### src/rtl/alu_unit_if.sv
// Operand/result bundle between the accumulator datapath and the ALU.
// master drives the operands and opcode; slave returns the registered result and flags.
interface alu_unit_if #(
    parameter int unsigned WIDTH = 16
);
    logic [WIDTH-1:0] b_bus;
    logic [WIDTH-1:0] acc;
    logic [4:0]       ctrl;
    logic [WIDTH-1:0] out;
    logic             z;
    logic             n;
    logic             o;

    modport master (
        output b_bus,
        output acc,
        output ctrl,
        input  out,
        input  z,
        input  n,
        input  o
    );

    modport slave (
        input  b_bus,
        input  acc,
        input  ctrl,
        output out,
        output z,
        output n,
        output o
    );
endinterface

### src/rtl/alu_unit.sv
// Registered ALU for the accumulator datapath: 24 opcodes, result plus Z/N/O flags
// captured every rising clk_100 edge with one cycle of latency.
module alu_unit #(
    parameter int unsigned WIDTH = 16
) (
    input logic       clk_100,
    input logic       rst,
    alu_unit_if.slave bus
);
    localparam int unsigned Msb = WIDTH - 1;

    logic [WIDTH-1:0]   a;
    logic [WIDTH-1:0]   b;
    logic [2*WIDTH-1:0] prod;
    logic [WIDTH-1:0]   res_d;
    logic               ovf_d;
    logic [WIDTH-1:0]   out_q;
    logic               z_q;
    logic               n_q;
    logic               o_q;

    assign a    = bus.acc;
    assign b    = bus.b_bus;
    assign prod = {{WIDTH{1'b0}}, a} * {{WIDTH{1'b0}}, b};

    always_comb begin
        res_d = '0;
        ovf_d = 1'b0;
        case (bus.ctrl)
            5'd0:  res_d = '0;
            5'd1:  res_d = WIDTH'(1);
            5'd2:  res_d = '1;
            5'd3:  res_d = WIDTH'(128);
            5'd4:  res_d = a;
            5'd5:  res_d = b;
            5'd6: begin
                res_d = '0 - a;
                ovf_d = (a == {1'b1, {(WIDTH-1){1'b0}}});
            end
            5'd7: begin
                res_d = '0 - b;
                ovf_d = (b == {1'b1, {(WIDTH-1){1'b0}}});
            end
            5'd8:  res_d = ~a;
            5'd9:  res_d = ~b;
            5'd10: begin
                res_d = a + b;
                ovf_d = (a[Msb] == b[Msb]) && (res_d[Msb] != a[Msb]);
            end
            5'd11: begin
                res_d = a - b;
                ovf_d = (a[Msb] != b[Msb]) && (res_d[Msb] != a[Msb]);
            end
            5'd12: begin
                res_d = prod[WIDTH-1:0];
                ovf_d = |prod[2*WIDTH-1:WIDTH];
            end
            // The constant 1 operand is positive, so only the variable operand's sign matters.
            5'd13: begin
                res_d = a + WIDTH'(1);
                ovf_d = !a[Msb] && res_d[Msb];
            end
            5'd14: begin
                res_d = a - WIDTH'(1);
                ovf_d = a[Msb] && !res_d[Msb];
            end
            5'd15: begin
                res_d = b + WIDTH'(1);
                ovf_d = !b[Msb] && res_d[Msb];
            end
            5'd16: begin
                res_d = b - WIDTH'(1);
                ovf_d = b[Msb] && !res_d[Msb];
            end
            5'd17: res_d = a & b;
            5'd18: res_d = a | b;
            5'd19: res_d = a ^ b;
            5'd20: res_d = {a[WIDTH-2:0], 1'b0};
            5'd21: res_d = {1'b0, a[WIDTH-1:1]};
            5'd22: res_d = {{(WIDTH-1){1'b0}}, (a < b)};
            5'd23: res_d = {{(WIDTH-1){1'b0}}, (a > b)};
            default: res_d = '0;
        endcase
    end

    always_ff @(posedge clk_100 or posedge rst) begin
        if (rst) begin
            out_q <= '0;
            z_q   <= 1'b0;
            n_q   <= 1'b0;
            o_q   <= 1'b0;
        end else begin
            out_q <= res_d;
            z_q   <= (res_d == '0);
            n_q   <= res_d[Msb];
            o_q   <= ovf_d;
        end
    end

    assign bus.out = out_q;
    assign bus.z   = z_q;
    assign bus.n   = n_q;
    assign bus.o   = o_q;
endmodule

### src/flat_wrapper.sv
// flat-port wrapper written by rule: the top's interface ports become plain ports
module alu_unit_flat 
#(
    parameter int unsigned WIDTH = 16
)
  (clk_100, rst, bus_b_bus, bus_acc, bus_ctrl, bus_out, bus_z, bus_n, bus_o);
  alu_unit_if #(.WIDTH(WIDTH)) bus_i ();
  input logic clk_100;
  input logic rst;
  input wire logic [$bits(bus_i.b_bus)-1:0] bus_b_bus;
  input wire logic [$bits(bus_i.acc)-1:0] bus_acc;
  input wire logic [$bits(bus_i.ctrl)-1:0] bus_ctrl;
  output wire logic [$bits(bus_i.out)-1:0] bus_out;
  output wire logic [$bits(bus_i.z)-1:0] bus_z;
  output wire logic [$bits(bus_i.n)-1:0] bus_n;
  output wire logic [$bits(bus_i.o)-1:0] bus_o;
  assign bus_i.b_bus = bus_b_bus;
  assign bus_i.acc = bus_acc;
  assign bus_i.ctrl = bus_ctrl;
  assign bus_out = bus_i.out;
  assign bus_z = bus_i.z;
  assign bus_n = bus_i.n;
  assign bus_o = bus_i.o;
  alu_unit #(.WIDTH(WIDTH)) u_core (.clk_100(clk_100), .rst(rst), .bus(bus_i));
endmodule
### config.mk
export PLATFORM = sky130hd
export DESIGN_NAME = alu_unit_flat
export DESIGN_NICKNAME = d
export VERILOG_FILES = /design/src/rtl/alu_unit_if.sv /design/src/rtl/alu_unit.sv /design/src/flat_wrapper.sv
export SDC_FILE = /design/constraint.sdc
export NUM_CORES = 1
export LEC_CHECK = 0
export ABC_AREA = 1
export CAP_MARGIN = 20
export CORE_UTILIZATION = 60
export CTS_BUF_LIST = sky130_fd_sc_hd__clkbuf_16
export DETAILED_ROUTE_END_ITERATION = 8
export MAX_ROUTING_LAYER = met4
export PLACE_DENSITY_LB_ADDON = 0.1
export SLEW_MARGIN = 20
export SYNTH_ARGS = -nofsm -noshare
export SYNTH_HDL_FRONTEND = slang
export SYNTH_SLANG_ARGS = --single-unit
### constraint.sdc
create_clock -name clk_100 -period 0.8 [get_ports clk_100]
set_input_delay 0.16 -clock clk_100 [delete_from_list [all_inputs] [get_ports clk_100]]
set_output_delay 0.16 -clock clk_100 [all_outputs]
set_load 0.1 [all_outputs]
==> impl.org, run 1 <==
** Logic synthesis
- After synthesis, the mean cell area works out to 6.061 sq um.
- The synthesized netlist contains 45 unique library cells.
- Of all cell types, the one taking the most synthesized area is sky130_fd_sc_hd__fa_1.
- Flip-flop and latch count after synthesis :: 18
- Sequential share of the synthesized area :: 0.02819
- Counting every net in the synthesized netlist gives 3,032.
- Synthesized instance count :: 2,636
- Warnings, synthesis :: 0
- Post-synth EDFFs :: 0
- In the post-synthesis netlist, the biggest area contributors are sky130_fd_sc_hd__fa_1, sky130_fd_sc_hd__nand2_1, sky130_fd_sc_hd__ha_1.
- Mapped Area :: 15,980 sq um
- Most used flip-flop cell after synthesis :: sky130_fd_sc_hd__dfrtp_1
- Ys async rst share :: 1.000
- Post-synth top area share :: 0.2456

** Placement
- At the end of routability-driven placement, the weighted congestion stood at 1.228.
- Once placement completed, the tool counted placed cells totaling 3,382.
- Detailed placement finished with a half-perimeter wire length of 53,010 um.
- The count of buffers added on input and output ports is 57.

** Die
- The initialized floorplan defines 59 standard-cell rows.
- From bottom edge to top edge, the die measures 165.2 um.
- Die width :: 165.2 um
- Number of placed I/O pins :: 58
- The initial utilization of the core area, before any placement, comes to 0.6131.

** Global routing
- Total overflow reported by the global router :: 180
- The number of global-route vias before repair is 25,450.
- Across every metal layer, demand over resource in global routing totals 0.7481.
- Wire length of the first global-routing pass :: 146,900 um
- Entering global routing, the biggest net connects 19 pins.

** Clock network
- In this run the clock root is driven by a sky130_fd_sc_hd__clkbuf_16.
- Counting every sink on the clock net gives 18.
- TritonCTS created 3 clock buffers.
- Counting along the longest clock path gives a buffer depth of 2.
- In this run the number of H-tree levels came out at 1.
- CTS Hold Bufs :: 0

** Outcome
- Outcome :: stopped before the end
- Stage where the flow stopped :: global routing
- First logged error message :: [ERROR GRT-0116] Global routing finished with congestion. Check the congestion regions in the DRC Viewer.
stage by stage:
step                setup slack (ns)  instance area, sq um
floorplan                     -4.222                 16840
global placement              -5.165                 21010
detailed placement            -5.293                 21010
CTS                           -4.474                 23640
synth_stat cells, types with 3 or more instances:
| library cell | n |
|---|---|
| sky130_fd_sc_hd__inv_2 | 5 |
| sky130_fd_sc_hd__nand3b_1 | 9 |
| sky130_fd_sc_hd__nor4_1 | 3 |
| sky130_fd_sc_hd__buf_1 | 22 |
| sky130_fd_sc_hd__dfrtp_1 | 18 |
| sky130_fd_sc_hd__buf_4 | 3 |
| sky130_fd_sc_hd__nor2_4 | 5 |
| sky130_fd_sc_hd__nor2_1 | 261 |
| sky130_fd_sc_hd__nand2_1 | 805 |
| sky130_fd_sc_hd__nand3_1 | 242 |
| sky130_fd_sc_hd__buf_2 | 13 |
| sky130_fd_sc_hd__inv_1 | 516 |
| sky130_fd_sc_hd__o22ai_1 | 4 |
| sky130_fd_sc_hd__xor2_1 | 11 |
| sky130_fd_sc_hd__clkbuf_1 | 60 |
| sky130_fd_sc_hd__o211ai_1 | 3 |
| sky130_fd_sc_hd__nand4_1 | 40 |
| sky130_fd_sc_hd__ha_1 | 161 |
| sky130_fd_sc_hd__a21oi_1 | 76 |
| sky130_fd_sc_hd__fa_1 | 196 |
| sky130_fd_sc_hd__nor2_2 | 11 |
| sky130_fd_sc_hd__o21ai_0 | 79 |
| sky130_fd_sc_hd__o21a_1 | 7 |
| sky130_fd_sc_hd__nor3_1 | 27 |
| sky130_fd_sc_hd__o21bai_1 | 5 |
| sky130_fd_sc_hd__o21ai_2 | 4 |
| sky130_fd_sc_hd__xnor2_1 | 5 |
| sky130_fd_sc_hd__clkinv_1 | 7 |
| sky130_fd_sc_hd__a21o_1 | 3 |
| sky130_fd_sc_hd__nand2_2 | 13 |
per-layer routing:
layer | overflow | GRT usage
met4 | 71 | 0.6939
met2 | 105 | 0.9171
met1 | 3 | 0.7475
met3 | 1 | 0.5594
met5 | - | -
cells by family after synthesis:
| group | synth area share |
|---|---|
| adders and majority gates | 0.3717 |
| xor gates and xnor gates | 0.008771 |
| DFF | 0.02819 |
| AOI/OAI and AO/OA | 0.06547 |
| buffers and inverters | 0.1502 |
| and+or+nand+nor | 0.3757 |
repair_timing:
item,4_1_cts
cloned,13
gates resized for setup,549
pin swaps,219
buffers inserted,87
setup endpoints to repair,37
==> inputs of run 2 (changes only) <==
--- a/config.mk
+++ b/config.mk
@@ -7,11 +7,9 @@
 export LEC_CHECK = 0
 export ABC_AREA = 1
 export CAP_MARGIN = 20
-export CORE_UTILIZATION = 60
-export CTS_BUF_LIST = sky130_fd_sc_hd__clkbuf_16
+export CORE_UTILIZATION = 40
 export DETAILED_ROUTE_END_ITERATION = 8
-export MAX_ROUTING_LAYER = met4
-export PLACE_DENSITY_LB_ADDON = 0.1
+export PLACE_DENSITY_LB_ADDON = 0.15
 export SLEW_MARGIN = 20
 export SYNTH_ARGS = -nofsm -noshare
 export SYNTH_HDL_FRONTEND = slang
==> run 2 against run 1 <==
The flow now finishes, with violations (negative setup slack). Synthesized area stayed put. Synthesized cell count is the same.
==> impl.org, run 2 <==
** Logic synthesis
- Warnings, synthesis :: 0
- Most frequent cells after synthesis :: sky130_fd_sc_hd__nand2_1, sky130_fd_sc_hd__inv_1, sky130_fd_sc_hd__nor2_1
- Averaged over all synthesized cells, the footprint is 6.061 sq um.
- Yosys mapped a number of flops with a built-in enable equal to 0.
- XOR/XNOR share of the synthesized area :: 0.008771
- In the synthesized netlist the async set-or-reset flop fraction comes to 1.000.
- In this run, distinct cell masters in the synthesized netlist total 45.
- Simple-gate share of the synthesized area :: 0.3757
- Dominant combinational cell family by area after synthesis :: simple AND/OR/NAND/NOR gates
- After synthesis, the share of cell area in mux cells is 0.
- Most frequent cell after synthesis :: sky130_fd_sc_hd__nand2_1
- Summed over all instances, the cell type with the most area after synthesis is sky130_fd_sc_hd__fa_1.
- Synthesized instance count :: 2,636
- The mapped netlist covers 15,980 sq um.
- Among all flip-flop cells after synthesis, the most frequent one is sky130_fd_sc_hd__dfrtp_1.
- Ranked by total cell area, the synthesized netlist is headed by sky130_fd_sc_hd__fa_1, sky130_fd_sc_hd__nand2_1, sky130_fd_sc_hd__ha_1.
- Adder-cell share of the synthesized area :: 0.3717
- After synthesis the netlist holds a flip-flop and latch count of 18.
- The share of synthesized area in the top cell type comes to 0.2456.
- Fraction of the mapped netlist area in compound gates :: 0.06547
- Synthesized net count :: 3,032
- Sequential share of the synthesized area :: 0.02819

** Placement
- Port Buf Inserts :: 57
- Routability-driven placement finished with a final weighted congestion of 1.032.
- Timing analysis after detailed placement gives a worst setup slack of -5.498 ns.
- The HPWL after detailed placement is 62,340 um.

** STA
- RSZ-0062 raised after global routing :: true
- After layout, the minimum clock period comes to 5.377 ns.
- Derived from the worst setup path, the maximum achievable clock frequency is 186.0 MHz.
- The number of hold violations in the final report was 0.
- Final worst slack :: -4.577 ns
- Dividing the final minimum period by the clock period gives 6.722.
- The max-slew violation count is 0.
- Measured against its own limit, the worst slew margin works out to 0.6021.
- Post-Route Hold Slack :: 0.2144 ns
- Setup violations remaining at the end of the flow were counted as 37.
- Slew of the pin with the lowest slew margin :: 0.5963 ns

** Die
- Floorplan row count :: 72
- The total area inside the core boundary comes to 39,010 sq um.
- The die is 201.9 um wide.
- The die covers 40,750 sq um.
- The die is 201.9 um tall.
- Starting utilization of the core area :: 0.4096
- Number of placed I/O pins :: 58

** Global routing
- Maximum number of pins on one net before global-route repair :: 31
- The first global-routing pass estimated 120,300 um of wire.
- For this run the aggregate overflow at the end of global routing stands at 0.
- Vias in the first global route :: 20,150
- The number of antenna violations at the first check in global routing came to 2.
- Tot GR Track Use :: 0.3946

** Clock network
- The clock passes through at most 2 buffers.
- Cell chosen for the clock root :: sky130_fd_sc_hd__clkbuf_16
- Counting every sink on the clock net gives 18.
- CTS Hold Bufs :: 0
- After clock tree synthesis, the clock-pin slew on the worst setup and hold paths is 0.07 ns.
- CTS H-Tree Depth :: 1
- Total clock buffers created by CTS :: 3
- CTS tree :: yes

** Min path
- Hold Crit Class :: in -> async

** Worst setup path
- Setup crit end kind :: flop
- Critical path startpoint :: bus_acc[9]
- Crit start category :: primary input
- For this run, the slowest stage of the critical path takes 0.56 ns.
- Critical path fanouts, max :: 5
- The cell that appears most often on the critical path is sky130_fd_sc_hd__fa_1.
- Among all stages on the critical path, the largest delay is contributed by sky130_fd_sc_hd__fa_1.
- Arrival time at the worst endpoint :: 5.53 ns
- The setup path with the least slack is of type in -> reg.
- Required @ worst endpoint :: 0.96 ns

** Pwr
- Dividing total power by cell area gives a power density of 4385 nW/um^2.
- Leak Pwr :: 13.66 nW
- Across the VDD grid, the largest voltage drop is 9052 uV.

** Finish
- The library cells used most frequently in the layout, excluding fill and tap cells, are sky130_fd_sc_hd__nand2_1, sky130_fd_sc_hd__buf_4, sky130_fd_sc_hd__inv_1, sky130_fd_sc_hd__nand3_1, sky130_fd_sc_hd__nor2_1.
- Of the cells placed in the final design, the portion with a size suffix greater than 1 is 0.3877.
- Max reg flops :: 15
- Number of antenna repair diodes :: 0
- Post-layout net count :: 3,684
- After filler insertion, the fill cell instance count of the layout stands at 3,328.
- The area growth from synthesis to layout is 62.73%.
- Commonest non-fill, non-tap cell in the layout :: sky130_fd_sc_hd__nand2_1

** Detailed routing
- For this run, the detailed router's first-pass iteration total came to 5.
- Vias per Instance :: 5.394
- Wires add up to 83,480 um.
- Count of routing violations after the opening detailed-route iteration :: 2,277
- Vias after detailed routing :: 20,520
- In this run the remaining antenna-violating nets after routing total 0.
- DRC Markers :: 0
- Wirelength per Cell :: 21.95 um

** Outcome
- Outcome :: finished, violations left
- Violated checks :: negative setup slack

** Job
- Max-cap violations in this run came to 0.
[run 2: final cells by class]
type	instances	area [sq um]	area share
Timing Repair Buffer	747	7214	0.2775
Tap cell	518	648.1	0.02493
Multi-Input combinational cell	1990	15520	0.5970
Inverter	528	2022	0.07777
Sequential cell	18	518.0	0.01992
Clock buffer	3	75.07	0.002888
[run 2: where the power goes]
| part | leakage (nW) | total, mW | switching (mW) | internal (mW) |
|---|---|---|---|---|
| logic | 13.4 | 112 | 62.2 | 49.4 |
| registers | 0.205 | 1.33 | 0.154 | 1.17 |
| clock network | 0.0370 | 1.10 | 0.442 | 0.663 |
[run 2: through the flow]
stage | cells | cell area (sq um) | setup TNS, ns | power (mW) | utilization
floorplan | 2636 | 16840 | -53.74 | 49.75 | -
global placement | 3663 | 22010 | -75.37 | 73.94 | 0.5643
detailed placement | 3663 | 22010 | -76.30 | 74.38 | 0.5643
CTS | 3788 | 25060 | -65.74 | 102.5 | 0.6424
global route | 3804 | 26000 | -68.08 | 121.2 | 0.6665
finish | 3804 | 26000 | -66.06 | 114.0 | 0.6665
[run 2: worst max-delay path by stage]
stage              endpoint  slack [ns]  depth (start not counted)
2_1_floorplan  u_core.bus.o       -4.22                         26
5_1_grt        u_core.bus.o       -4.74                         28
6_report       u_core.bus.o       -4.58                         28
3_5_place_dp   u_core.bus.z       -5.50                         25
4_1_cts        u_core.bus.o       -4.43                         31
3_3_place_gp   u_core.bus.z       -5.41                         24
[run 2: layer usage]
| layer | vias to the layer above | global-route usage | wire [um] |
|---|---|---|---|
| li1 | 9338 | - | - |
| met1 | 9719 | 0.5312 | 33370 |
| met2 | 1173 | 0.5999 | 36210 |
| met3 | 286 | 0.09884 | 9197 |
| met4 | 4 | 0.1653 | 4687 |
| met5 | - | 0 | 23 |
[run 2: kinds of logic after synthesis]
logic type | Yosys count
AND/OR/NAND/NOR | 1428
buffers and inverters | 628
adder cells (fa/ha/maj) | 357
AO/OA/AOI/OAI | 189
flip-flops | 18
XOR/XNOR | 16
[run 2: worst max-delay path, delay by kind of cell]
family                     cells  cell delay, ns
adders and majority gates      7            3.25
and+or+nand+nor               11            0.92
buffers and inverters          8            0.74
AOI/OAI and AO/OA              1            0.24
xor gates and xnor gates       1            0.16
[run 2: timing repair]
action,CTS,global route
buffers inserted,116,25
endpoints found under the setup margin,37,37
cloned,13,0
pin swaps,247,188
resized for setup,598,253
(Power assumes the default switching activity.)
